==> src/rtl/demux_pkg.sv <==
// Shared definitions for the stream demultiplexer: channel count, destination type,
// routing FSM states and the destination one-hot decode.
package demux_pkg;

  localparam int NUM_CH = 16;

  typedef logic [3:0] dest_t;

  typedef enum logic {
    IDLE = 1'b0,
    PKT  = 1'b1
  } route_state_t;

  function automatic logic [NUM_CH-1:0] dest_onehot(input dest_t d);
    logic [NUM_CH-1:0] v;
    v    = '0;
    v[d] = 1'b1;
    return v;
  endfunction

endpackage

==> src/rtl/stream_demux16_if.sv <==
// Handshake bundle between one producer and sixteen consumers of stream_demux16.
interface stream_demux16_if #(parameter int N = 32);
  import demux_pkg::*;

  logic [N-1:0]      in_data;
  dest_t             in_dest;
  logic              in_last;
  logic              in_valid;
  logic              in_ready;
  logic [N-1:0]      out_data;
  logic              out_last;
  logic [NUM_CH-1:0] out_valid;
  logic [NUM_CH-1:0] out_ready;

  modport slave (
    input  in_data, in_dest, in_last, in_valid, out_ready,
    output in_ready, out_data, out_last, out_valid
  );

  modport master (
    output in_data, in_dest, in_last, in_valid, out_ready,
    input  in_ready, out_data, out_last, out_valid
  );

endinterface

==> src/rtl/stream_demux16_skid_buffer.sv <==
// Two-entry buffer (output register plus one skid entry) whose input ready comes
// straight from a flop, so no consumer ready reaches the producer combinationally.
module skid_buffer #(parameter int W = 8) (
  input  logic         clk,
  input  logic         rst_n,
  input  logic [W-1:0] in_data,
  input  logic         in_valid,
  output logic         in_ready,
  output logic [W-1:0] out_data,
  output logic         out_full,
  input  logic         out_ready
);

  logic [W-1:0] out_data_q, out_data_d;
  logic [W-1:0] skid_data_q, skid_data_d;
  logic         out_full_q, out_full_d;
  logic         skid_full_q, skid_full_d;
  logic         in_ready_q, in_ready_d;
  logic         accept, drain, out_load;

  // The output register takes a new entry whenever it is empty or emptying; the
  // skid entry only ever fills while the output register is stalled.
  always_comb begin
    accept      = in_valid && in_ready_q;
    drain       = out_full_q && out_ready;
    out_load    = !out_full_q || drain;
    out_data_d  = out_data_q;
    out_full_d  = out_full_q;
    skid_data_d = skid_data_q;
    skid_full_d = skid_full_q;
    if (out_load) begin
      if (skid_full_q) begin
        out_data_d  = skid_data_q;
        out_full_d  = 1'b1;
        skid_full_d = accept;
        if (accept) skid_data_d = in_data;
      end else if (accept) begin
        out_data_d = in_data;
        out_full_d = 1'b1;
      end else begin
        out_full_d = 1'b0;
      end
    end else if (accept) begin
      skid_data_d = in_data;
      skid_full_d = 1'b1;
    end
    in_ready_d = !skid_full_d;
  end

  always_ff @(posedge clk or negedge rst_n) begin
    if (!rst_n) begin
      out_data_q  <= '0;
      out_full_q  <= 1'b0;
      skid_data_q <= '0;
      skid_full_q <= 1'b0;
      in_ready_q  <= 1'b0;
    end else begin
      out_data_q  <= out_data_d;
      out_full_q  <= out_full_d;
      skid_data_q <= skid_data_d;
      skid_full_q <= skid_full_d;
      in_ready_q  <= in_ready_d;
    end
  end

  assign in_ready = in_ready_q;
  assign out_data = out_data_q;
  assign out_full = out_full_q;

endmodule

==> src/rtl/stream_demux16.sv <==
// Packet-aware 1-to-16 stream demultiplexer: locks the destination on a packet's
// first beat, tags each beat with it and buffers through a registered skid stage.
module stream_demux16
  import demux_pkg::*;
#(
  parameter int N = 32
) (
  input  logic                   clk,
  input  logic                   rst_n,
  stream_demux16_if.slave        bus,
  output logic                   busy,
  output dest_t                  cur_dest
);

  localparam int W = N + 5;

  route_state_t state_q, state_d;
  dest_t        cur_dest_q, cur_dest_d;
  dest_t        tag_dest;
  dest_t        out_dest;
  logic         accept;
  logic         out_full;
  logic         target_ready;
  logic         skid_ready;
  logic [W-1:0] in_word;
  logic [W-1:0] out_word;

  // Every beat carries its own destination, so the output side never looks at the FSM.
  always_comb begin
    accept     = bus.in_valid && skid_ready;
    tag_dest   = (state_q == IDLE) ? bus.in_dest : cur_dest_q;
    state_d    = state_q;
    cur_dest_d = cur_dest_q;
    if (accept) begin
      if (state_q == IDLE) cur_dest_d = bus.in_dest;
      state_d = bus.in_last ? IDLE : PKT;
    end
  end

  always_ff @(posedge clk or negedge rst_n) begin
    if (!rst_n) begin
      state_q    <= IDLE;
      cur_dest_q <= '0;
    end else begin
      state_q    <= state_d;
      cur_dest_q <= cur_dest_d;
    end
  end

  assign in_word = {bus.in_data, bus.in_last, tag_dest};

  skid_buffer #(.W(W)) u_skid (
    .clk       (clk),
    .rst_n     (rst_n),
    .in_data   (in_word),
    .in_valid  (bus.in_valid),
    .in_ready  (skid_ready),
    .out_data  (out_word),
    .out_full  (out_full),
    .out_ready (target_ready)
  );

  assign out_dest      = out_word[3:0];
  assign target_ready  = bus.out_ready[out_dest];
  assign bus.in_ready  = skid_ready;
  assign bus.out_data  = out_word[W-1:5];
  assign bus.out_last  = out_word[4];
  assign bus.out_valid = out_full ? dest_onehot(out_dest) : '0;
  assign busy          = (state_q == PKT);
  assign cur_dest      = cur_dest_q;

endmodule

==> src/flat_wrapper.sv <==
// flat-port wrapper written by rule: the top's interface ports become plain ports
module stream_demux16_flat import demux_pkg::*;
#(
  parameter int N = 32
)
  (clk, rst_n, busy, cur_dest, bus_in_data, bus_in_dest, bus_in_last, bus_in_valid, bus_out_ready, bus_in_ready, bus_out_data, bus_out_last, bus_out_valid);
  stream_demux16_if #(.N(N)) bus_i ();
  input  logic clk;
  input  logic rst_n;
  output logic busy;
  output dest_t cur_dest;
  input wire logic [$bits(bus_i.in_data)-1:0] bus_in_data;
  input wire logic [$bits(bus_i.in_dest)-1:0] bus_in_dest;
  input wire logic [$bits(bus_i.in_last)-1:0] bus_in_last;
  input wire logic [$bits(bus_i.in_valid)-1:0] bus_in_valid;
  input wire logic [$bits(bus_i.out_ready)-1:0] bus_out_ready;
  output wire logic [$bits(bus_i.in_ready)-1:0] bus_in_ready;
  output wire logic [$bits(bus_i.out_data)-1:0] bus_out_data;
  output wire logic [$bits(bus_i.out_last)-1:0] bus_out_last;
  output wire logic [$bits(bus_i.out_valid)-1:0] bus_out_valid;
  assign bus_i.in_data = bus_in_data;
  assign bus_i.in_dest = bus_in_dest;
  assign bus_i.in_last = bus_in_last;
  assign bus_i.in_valid = bus_in_valid;
  assign bus_i.out_ready = bus_out_ready;
  assign bus_in_ready = bus_i.in_ready;
  assign bus_out_data = bus_i.out_data;
  assign bus_out_last = bus_i.out_last;
  assign bus_out_valid = bus_i.out_valid;
  stream_demux16 #(.N(N)) u_core (.clk(clk), .rst_n(rst_n), .bus(bus_i), .busy(busy), .cur_dest(cur_dest));
endmodule
==> config.mk <==
export PLATFORM = sky130hd
export DESIGN_NAME = stream_demux16_flat
export DESIGN_NICKNAME = d
export VERILOG_FILES = /design/src/rtl/demux_pkg.sv /design/src/rtl/stream_demux16_if.sv /design/src/rtl/stream_demux16_skid_buffer.sv /design/src/rtl/stream_demux16.sv /design/src/flat_wrapper.sv
export SDC_FILE = /design/constraint.sdc
export NUM_CORES = 1
export LEC_CHECK = 0
export ABC_AREA = 1
export ABC_CLOCK_PERIOD_IN_PS = 2600
export BUFFER_PORTS_ARGS = -buffer_cell sky130_fd_sc_hd__buf_2
export CAP_MARGIN = 10
export CORE_ASPECT_RATIO = 1.75
export CORE_MARGIN = 8
export CORE_UTILIZATION = 45
export CTS_BUF_LIST = sky130_fd_sc_hd__clkbuf_8
export DETAILED_ROUTE_END_ITERATION = 8
export PLACE_DENSITY = 0.67
export SYNTH_ARGS = -nofsm -noshare
export SYNTH_HDL_FRONTEND = slang
export SYNTH_HIERARCHICAL = 1
export SYNTH_SLANG_ARGS = --single-unit
==> constraint.sdc <==
create_clock -name clk -period 2.6 [get_ports clk]
set_input_delay 0.26 -clock clk [delete_from_list [all_inputs] [get_ports clk]]
set_output_delay 0.26 -clock clk [all_outputs]
set_load 0.01 [all_outputs]
* Word-level counts from Yosys, hierarchy flattened
Cells that the tools add are included.
** Storage, ports and cells
- Word-level logic and storage cells :: 35
- Input port bits :: 56
- Output and inout bits :: 55
- Register bits :: 82
** Operators by class
- Mux-type cells :: 17
- Reductions and logical operators :: 8
- Eq/ne operators :: 1
- Magnitude comparators :: 2
** Operator list (count)
- $mux W37 :: 5
- $mux W16 :: 1
- $mux W1 :: 8
- $lt A4 B5 Y1 const B :: 1
- $bmux W1 S4 :: 1
- $demux W1 S4 :: 1
- $ge A4 B1 Y1 const B :: 1
- $mux W4 :: 1
- $logic_and A1 B1 Y1 :: 3
- $logic_not A1 Y1 :: 2
- $ne A2 B2 Y1 const B :: 1
- $reduce_and A2 Y1 :: 1
- $reduce_bool A2 Y1 :: 1
- $logic_or A1 B1 Y1 :: 1

* Longest topological paths before layout
Gate-level depths: netlist of the first run.
- Depth after elaboration :: 6
- Depth in mapped cells :: 17

* By module
Netlist of the first run, hierarchy kept.
** Modules (own cells, without submodules)
- skid_buffer :: instances 1, cells each 455, area an instance 3560.9 sq um, sequential area each 1926.8 sq um
- stream_demux16 :: instances 1, cells each 108, area an instance 536.8 sq um, sequential area each 125.1 sq um

* Worst setup path after synthesis of the first run
OpenSTA, ideal clock, no wires.
- Kind :: reg2reg
- From :: register u_core.u_skid.out_data_q[0], in the netlist u_core/u_skid/out_data[0]
- To :: register u_core.u_skid.skid_data_q[17]
- Slack :: 995 ps
- Library setup time :: 116 ps
- Clock period less this slack :: 1605 ps
- Data required time :: 2484 ps
- Buffers on the path :: 3
- Stages on the path, launching flop included :: 18
- Arrival :: 1489 ps
- Cell sequence :: dfrtp_1 buf_6 nand2_1 nand2_1 nand2_1 nand2_1 nand2_1 nand2_1 inv_1 nand2_1 inv_2 nand2_4 nand2_4 nand2_1 buf_4 buf_6 nand2_1 nand2_1
** Between the ends
- Word-level cells in the longest chain between the ends :: 5
** Ends and longest elaborated chain
- start: declaration :: RTL line stream_demux16_skid_buffer.sv:14 : logic [W-1:0] out_data_q, out_data_d;
- start signal: assignment :: RTL line stream_demux16_skid_buffer.sv:58 : out_data_q <= out_data_d;
- $bmux W1 S4 (*) :: RTL line stream_demux16.sv:64 : assign target_ready = bus.out_ready[out_dest];
- $mux W1 (implied by the code) (*) :: RTL line stream_demux16.sv:64
- via u_core.target_ready :: RTL line stream_demux16.sv:23 : logic target_ready;
- $logic_and A1 B1 Y1 (*) :: RTL line stream_demux16_skid_buffer.sv:25 : drain = out_full_q && out_ready;
- $logic_or A1 B1 Y1 (*) :: RTL line stream_demux16_skid_buffer.sv:26 : out_load = !out_full_q || drain;
- $ne A2 B2 Y1 (no line) / $mux W37 (equally long branches)
- end signal: assignment :: RTL line stream_demux16_skid_buffer.sv:60 : skid_data_q <= skid_data_d;
- end: declaration :: RTL line stream_demux16_skid_buffer.sv:15 : logic [W-1:0] skid_data_q, skid_data_d;
The timed path passes the listed nets; every way through them passes the cells marked *. The select of a mux whose other input is x is not followed.
A chain may end at the register's enable or synchronous reset.

* Worst setup path after layout of the first run
- From :: register u_core.u_skid.out_data_q[0], in the netlist u_core/u_skid/out_data[0]
- To :: register u_core.u_skid.skid_data_q[33]
The elaborated chain is that of the path after synthesis.

==> results of run 1 <==
[cells in the mapped netlist (all sizes together)]
master	n	area share
nand3	78	0.095
dfrtp	82	0.50
inv	18	0.016
buf	31	0.056
nand2	316	0.29
nor2	24	0.022
o21ai	6	0.0073
a21oi	5	0.0061
clkbuf	3	0.0027
[layout make-up]
cell class | instances | area [µm²]
timing repair buffer | 122 | 645.6
clock buffer | 11 | 151.4
clock inverter | 4 | 18.77
fill | 903 | 4156
multi-input combinational | 429 | 1737
sequential | 82 | 2052
tap | 120 | 150.1
inverter | 18 | 67.56
[flip-flops by register name, summed over array words and instances, names as in the netlist]
register,cells
u_core/busy,1
u_core/cur_dest,4
u_core/u_skid/in_ready,1
u_core/u_skid/out_data,37
u_core/u_skid/out_full,1
u_core/u_skid/skid_data_q,37
u_core/u_skid/skid_full_q,1
[cell usage in the layout, fill, tap and decap left out]
cell	instances
clkbuf_8	11
nand3_1	78
o21ai_0	6
dlygate4sd3_1	1
dfrtp_1	82
buf_4	12
inv_2	4
clkinv_2	3
buf_2	109
nor2_1	24
inv_1	15
a21oi_1	5
nand2_4	2
nand2_1	314
[how the worst max path moves through the flow]
stage,startpoint,to,slack [ns],cells past startpoint
global route,u_core/u_skid/out_data[0],u_core/u_skid/skid_full_q,0.25,15
finish,u_core/u_skid/out_data[0],u_core/u_skid/skid_data_q[33],0.51,15
global placement,u_core/u_skid/out_data[0],u_core/u_skid/skid_full_q,0.59,15
floorplan,u_core/u_skid/out_data[0],u_core/u_skid/skid_data_q[17],0.99,17
detailed placement,u_core/u_skid/out_data[0],u_core/u_skid/skid_full_q,0.53,15
CTS,u_core/u_skid/out_data[0],u_core/u_skid/skid_data_q[33],0.52,15
[through the flow]
| stage | area, µm² | utilization | power, mW | setup WS [ns] | cells |
|---|---|---|---|---|---|
| 3_3_place_gp | 4642 | 0.5170 | 5.383 | 0.5936 | 770 |
| 3_5_place_dp | 4642 | 0.5170 | 5.474 | 0.5297 | 770 |
| 5_1_grt | 4822 | 0.5371 | 6.828 | 0.2453 | 786 |
| 4_1_cts | 4822 | 0.5371 | 6.313 | 0.5152 | 786 |
| 6_report | 4822 | 0.5371 | 6.241 | 0.5055 | 786 |
| 2_1_floorplan | 4098 | - | 4.664 | 0.9948 | 563 |
[cell families (layout without fill, tap and decap cells)]
kind of cell | after synthesis | in the layout | synth area share
and+or+nand+nor | 418 | 418 | 0.4104
DFF | 82 | 82 | 0.5008
buffers and inverters | 52 | 155 | 0.07542
AOI/OAI and AO/OA | 11 | 11 | 0.01343
[power breakdown]
group	leakage (nW)	switching, mW	total (mW)	internal (mW)
sequential	1.02	0.377	2.28	1.90
combinational	1.77	2.11	3.14	1.03
clock	0.0961	0.437	0.822	0.386
[worst max-delay path, cell delays in order, from the launching register on]
cell     delay (ns)
dfrtp_1        0.57
inv_2          0.15
nand2_1        0.09
nand2_1        0.05
nand2_1        0.05
nand2_1        0.05
nand2_1        0.05
nand2_1        0.05
inv_1          0.04
nand2_1        0.06
inv_2          0.06
nand2_4        0.11
nand2_4        0.20
buf_4          0.30
nand3_1        0.12
nand2_1        0.08
[repair_timing]
action | in CTS | in global routing
hold endpoints to repair | 50 | 0
resized for setup | 0 | 0
hold buffers | 1 | 0
[per-layer routing]
metal  vias up  GRT usage  wire length, µm
met5         -          0                0
met4         0    0.06637              171
met3        10    0.04396              765
met2       107     0.3363             5746
met1      1747     0.1973             4395
li1       1933          -                -
==> summary by stage, run 1 <==
Run status
The run finished with clean final reports.

STA
Timing would allow up to between 400 and 500 MHz. In this run the tightest slew margin relative to its limit is 0.5619. The max-slew violation count was 0.

Setup repair after global routing left no endpoint under its margin. The number of hold violations in the final report is 0. The worst hold slack after final layout is 0.1420 ns.

At the pin with the least slew margin, the transition time is between 0.6 and 0.7 ns. Setup violations remaining at the end of the flow were counted as 0. The final critical-path required period is ~2.1 ns.

Dividing the final minimum period by the clock period gives 0.8056. The clock arrives with between 0.007 and 0.008 ns of skew. In the final timing run, aggregate negative setup slack is 0 ns.

Critical path
The kind of start point of the critical path is a flip-flop. The capture instance of the worst register-to-register path is u_core/u_skid/skid_data_q[33]. The depth of the worst register-to-register path is 15. The worst setup path is captured at a flip-flop. The arrival time reported for the critical path endpoint is ~2.4 ns.

The flop-to-flop setup slack is 0.51 ns. The startpoint-to-endpoint class of the critical path is reg2reg. Data on the critical path is required at its endpoint by 2.89 ns. The highest fanout seen on the critical path is 22. The launch point of the worst reg-to-reg path is u_core/u_skid/out_data[0].

Drt
The first detailed-routing pass took 4 iterations. The number of nets still failing antenna checks after routing is 0. In the final routed layout, each cell accounts on average for 14.10 µm.

Across all layers, the routed design uses 3797 vias. The vias per cell is approximately 4.8. The detailed-route wire length is around 11 mm. For this block, the initial DRC count from the detailed router was 268. The count of unresolved DRC violations after routing is 0.

Worst hold path
The capture endpoint of the worst hold path is u_core/busy. The instance count along the most critical hold path is 2. The path class of the lowest-slack min-delay path is in2reg. The worst hold path begins at bus_in_last.

Die
The number of placement rows is 46. The vertical extent of the die is around 140 µm. The number of top-level pins is ~110. For this configuration, the core starts out at a cell density of 0.4564. The area of the die is ~0.013 mm². The area inside the core boundary is 0.008979 mm². The x dimension of the die is roughly 90 µm.

Synth
The count of mapped cells out of synthesis is roughly 560. For this run, the register share of the synthesized area comes to 0.5008. The count of state elements after synthesis is a little over 80.

The post-synthesis area per instance is 7.278 µm². The synthesized netlist net count is 619. The synthesized netlist occupies a cell area of roughly 0.004 mm². The count of warnings emitted by yosys is 6. The netlist uses 14 different library cells.

Global route
In the global route stage, overall resource usage came out at 0.1846. The largest net degree at the start of global routing is 53. The initial antenna violation count is 0. The via count of the first global-routing pass came to a little under 4000. The wire length of the first global-routing pass is 18.31 mm.

Summed over all layers, the global routing overflow is 0.

Place
The port buffer count is 110. The routability congestion estimate from global placement is approximately 0.8. The estimated wirelength of the detail-placed design is 7.978 mm.

Clock network
The number of setup buffers added after CTS is 0. TritonCTS built the clock tree. Clock latency on the worst-skew pair, taken at its later pin, is between 0.3 and 0.4 ns. The number of levels in the clock H-tree is 3. Counting the buffers created by CTS gives 9.

Clock tree synthesis found a total of between 80 and 90 sinks. After clock tree synthesis, the clock-pin slew on the worst setup and hold paths is around 0.070 ns. In this run the clock root is driven by a clkbuf_8. No sink is reached through more buffers than the 2 on the longest clock path.

Finish
For this run, the post-layout net count is between 700 and 800. The repair_antennas step left the layout with diodes totalling 0. The area growth from synthesis to layout is 17.68%. In the final layout, the share of cells above drive strength 1 is 0.2117.

Pwr
The maximum vdd ir drop is ~720 µV. Power spread over the standard cell area amounts to between 1000 and 1500 mW/mm². The leakage component of the power is about 2.9 nW.

Run
The number of violations of the max-capacitance limit is 0.
(Power assumes the default switching activity.)
==> run 2, diff against run 1 <==
--- a/config.mk
+++ b/config.mk
@@ -6,7 +6,7 @@
 export NUM_CORES = 1
 export LEC_CHECK = 0
 export ABC_AREA = 1
-export ABC_CLOCK_PERIOD_IN_PS = 2600
+export ABC_CLOCK_PERIOD_IN_PS = 1900
 export BUFFER_PORTS_ARGS = -buffer_cell sky130_fd_sc_hd__buf_2
 export CAP_MARGIN = 10
 export CORE_ASPECT_RATIO = 1.75
@@ -14,7 +14,7 @@
 export CORE_UTILIZATION = 45
 export CTS_BUF_LIST = sky130_fd_sc_hd__clkbuf_8
 export DETAILED_ROUTE_END_ITERATION = 8
-export PLACE_DENSITY = 0.67
+export PLACE_DENSITY = 0.7
 export SYNTH_ARGS = -nofsm -noshare
 export SYNTH_HDL_FRONTEND = slang
 export SYNTH_HIERARCHICAL = 1
==> constraint.sdc (replaced) <==
create_clock -name clk -period 1.9 [get_ports clk]
set_input_delay 0.19 -clock clk [delete_from_list [all_inputs] [get_ports clk]]
set_output_delay 0.19 -clock clk [all_outputs]
set_load 0.01 [all_outputs]
==> run 2 against run 1 <==
Critical path depth grew 1. Routed wire length grew 1.4%. Total power grew 49%. Global-route usage grew 0.060 points. Largest power group unchanged. Die area is the same. Clock power grew 79%. Maximum frequency grew 20%. Count of clock-buffer cells in the layout shrank 2. Sequential cell count is the same. Sequential share of layout area shrank 1.7 points. Via count grew 2.2%. Combinational power grew 51%.
==> summary by stage, run 2 (synthesis results as in run 1) <==
Place
The placed instances occupy a cell area of between 0.004 and 0.005 mm². The port buffer count is 110. Detailed placement ended at an HPWL of about 8.1 mm. The routability congestion estimate from global placement is approximately 0.85. The number of placed cells counting well taps is about 780.

Drt
The detailed-router iteration count before antenna repair is 6. After detailed routing, the number of vias per cell comes to roughly 4.9. The detailed-route wire length is between 10 and 15 mm. The count of vias placed by the detailed router is roughly 3900.

After the first detailed-routing iteration, the DRC count stood at roughly 320. The count of nets left with antenna violations once routing finished came out at 0. The count of unresolved DRC violations after routing is 0. In the final routed layout, each cell accounts on average for 14.08 µm.

Clock network
The clock transition at the registers of the reported paths is 0.08 ns. The maximum clock insertion buffer count is 2. TritonCTS built the clock tree. The clock net in this run drives a total of 82 sinks. The clock root buffer is clkbuf_8.

Clock tree synthesis inserted a total of 9 buffers. The clock reaches the later pin of the worst-skew pair after 0.35 ns. The number of levels in the clock H-tree is 3.

STA
The max-slew violation count was 0. After routing, the total negative slack on setup checks comes to 0 ns. In the finished design, the share of the clock period the worst path needs comes to 0.9192. The final critical-path required period is roughly 1.7 ns.

The normalized max-slew margin is 0.7387. The number of hold violations in the final report is 0. The highest clock rate is between 500 and 600 MHz. Between clock sinks in the finished design, the worst skew comes to 0.007905 ns. Setup violations remaining at the end of the flow were counted as 0. For the pin with the worst max-slew slack, the measured transition is 0.3920 ns. Setup repair after global routing could not meet its margin everywhere.

Pwr
The sequential share of power is 0.333. The leakage component of the power is between 2 and 3 nW. IR analysis of the VDD net gives a maximum drop of around 1000 µV. The share of total power dissipated in the clock network is 0.158.

The internal portion of the total power is around 5 mW. The share of total power dissipated in combinational logic is 0.509. The analysis attributes to net switching a power of about 4.1 mW.

The areal power density over the cells is around 1800 mW/mm². The switching part of the total power is 0.4459. The total power is 9.294 mW.

Finish
The library cells used most frequently in the layout, excluding fill and tap cells, are 313 x nand2_1, 110 x buf_2, 82 x dfrtp_1, 78 x nand3_1, 24 x nor2_1. The finished cells cover 0.005026 mm². Excluding fillers, the count of instances in the completed layout stands at roughly 800. Fill cells in the final layout number between 900 and 1000. Of the cells placed in the final design, the portion with a size suffix greater than 1 is 0.2271. The area growth from synthesis to layout is 22.66%. Leaving out fill and tap cells, the most frequent cell in the layout is nand2_1. 0 antenna diodes ended up in the layout.

The number of nets in the layout is approximately 730.

Critical path
The number of buffers and inverters on the critical path is 4. Tracing the worst setup path back leads to its startpoint at u_core/u_skid/out_data[0]. The kind of start point of the critical path is a flip-flop. The most frequent cell on the critical path is nand2_1.

For the worst setup path, the data arrival time is 2.00 ns. The critical path depth is 16. The depth of the worst register-to-register path is 16.

The critical path is of the reg2reg type. The worst setup path is captured at a flip-flop. The signal on the critical path passes through buf_4, nand2_1, nand2_1, nand2_1, nand2_1, nand2_1, nand2_1, inv_1, nand2_1, inv_2, nand2_4, nand2_8, nand2_4, buf_4, nand2_1, nand2_1.

The launch point of the worst reg-to-reg path is u_core/u_skid/out_data[0]. The most critical setup path has its endpoint at u_core/u_skid/skid_data_q[34]. The flop-to-flop setup slack is 0.15 ns. Along the worst path, the maximum fanout reaches 10. STA puts the critical path data required time at 2.15 ns. The top cell family by delay on the critical path is simple AND/OR/NAND/NOR gates. The slowest stage of the critical path is the dfrtp_1 cell.

The capture instance of the worst register-to-register path is u_core/u_skid/skid_data_q[34]. The maximum cell stage delay along the critical path is around 0.42 ns.

Global route
The wire length of the first global-routing pass is between 15 and 20 mm. Entering global routing, the biggest net connects 38 pins. The via count of the first global-routing pass came to 3883. The initial antenna violation count is 0. For this run, the total global-route usage over all layers was measured as 0.1852. Global routing finished with a remaining overflow of 0.

Run status
The flow ran to the end, and the final reports show no timing, DRC or antenna violations.

Run
The number of violations of the max-capacitance limit is 0.

Die
The floorplan step set the die height to roughly 140 µm. The number of placement rows is 46. The die covers 0.01254 mm².

For this configuration, the core starts out at a cell density of 0.4564. The number of top-level pins is about 110. After floorplanning, the core was sized to cover ~0.0090 mm². In this run the horizontal extent of the chip is around 88 µm.

Worst hold path
The instance count along the most critical hold path is 2. The path class of the lowest-slack min-delay path is in2reg.
## run 2: repair_timing
item                                    4_1_cts  5_1_grt
resized for setup                             0       14
hold buffers                                  1        0
setup buffers                                 0        1
hold endpoints to repair                     26        0
endpoints found under the setup margin        0       69
## run 2: power groups by stage
stage | Sequential, mW | Clock, mW | Combinational (mW)
floorplan | 3.21 | 0 | 3.17
global placement | 3.09 | 0 | 4.44
detailed placement | 3.12 | 0 | 4.53
CTS | 3.09 | 1.52 | 4.56
global route | 3.21 | 1.58 | 5.36
finish | 3.09 | 1.47 | 4.74
## run 2: area by class of cell
cell class,count,area (µm²),share of cell area
repair buffers,133,768.2,0.1529
clock inverters,7,108.9,0.02166
well taps,120,150.1,0.02987
inverters,18,70.07,0.01394
multi-input cells,429,1753,0.3488
flip-flops and latches,82,2052,0.4083
clock buffers,9,123.9,0.02465
## run 2: metrics by stage
step | utilization | hold slack, ns | worst slack [ns]
after floorplan | - | -0.1056 | 0.2948
after global placement | 0.5251 | 0.1295 | 0.1489
after detailed placement | 0.5251 | 0.1363 | 0.1007
after CTS | 0.5521 | 0.05285 | 0.05854
after global routing | 0.5598 | 0.07392 | -0.006665
final | 0.5598 | 0.06998 | 0.1535
## run 2: worst min-delay path by stage
| stage | start | slack (ns) | to |
|---|---|---|---|
| finish | bus_in_last | 0.07 | u_core/busy |
| global route | bus_in_data[15] | 0.07 | u_core/u_skid/skid_data_q[20] |
| CTS | bus_in_last | 0.05 | u_core/busy |
| detailed placement | rst_n | 0.14 | u_core/u_skid/out_data[23] |
| global placement | rst_n | 0.13 | u_core/u_skid/out_data[23] |
| floorplan | rst_n | -0.11 | u_core/busy |
## run 2: worst register-to-register path, stage by stage, from the launching register on
cell and delay, ns:
dfrtp_1 0.42, buf_4 0.17, nand2_1 0.05, nand2_1 0.06
nand2_1 0.05, nand2_1 0.06, nand2_1 0.05, nand2_1 0.05
inv_1 0.04, nand2_1 0.05, inv_2 0.06, nand2_4 0.07
nand2_8 0.11, nand2_4 0.09, buf_4 0.19, nand2_1 0.06
nand2_1 0.05
## run 2: per-layer routing
| metal | track usage | vias to the layer above | share of wire |
|---|---|---|---|
| met5 | 0 | - | 0 |
| met4 | 0.06996 | 0 | 0.011 |
| met3 | 0.04049 | 10 | 0.067 |
| met2 | 0.3351 | 108 | 0.55 |
| met1 | 0.2010 | 1802 | 0.38 |
| li1 | - | 1959 | - |
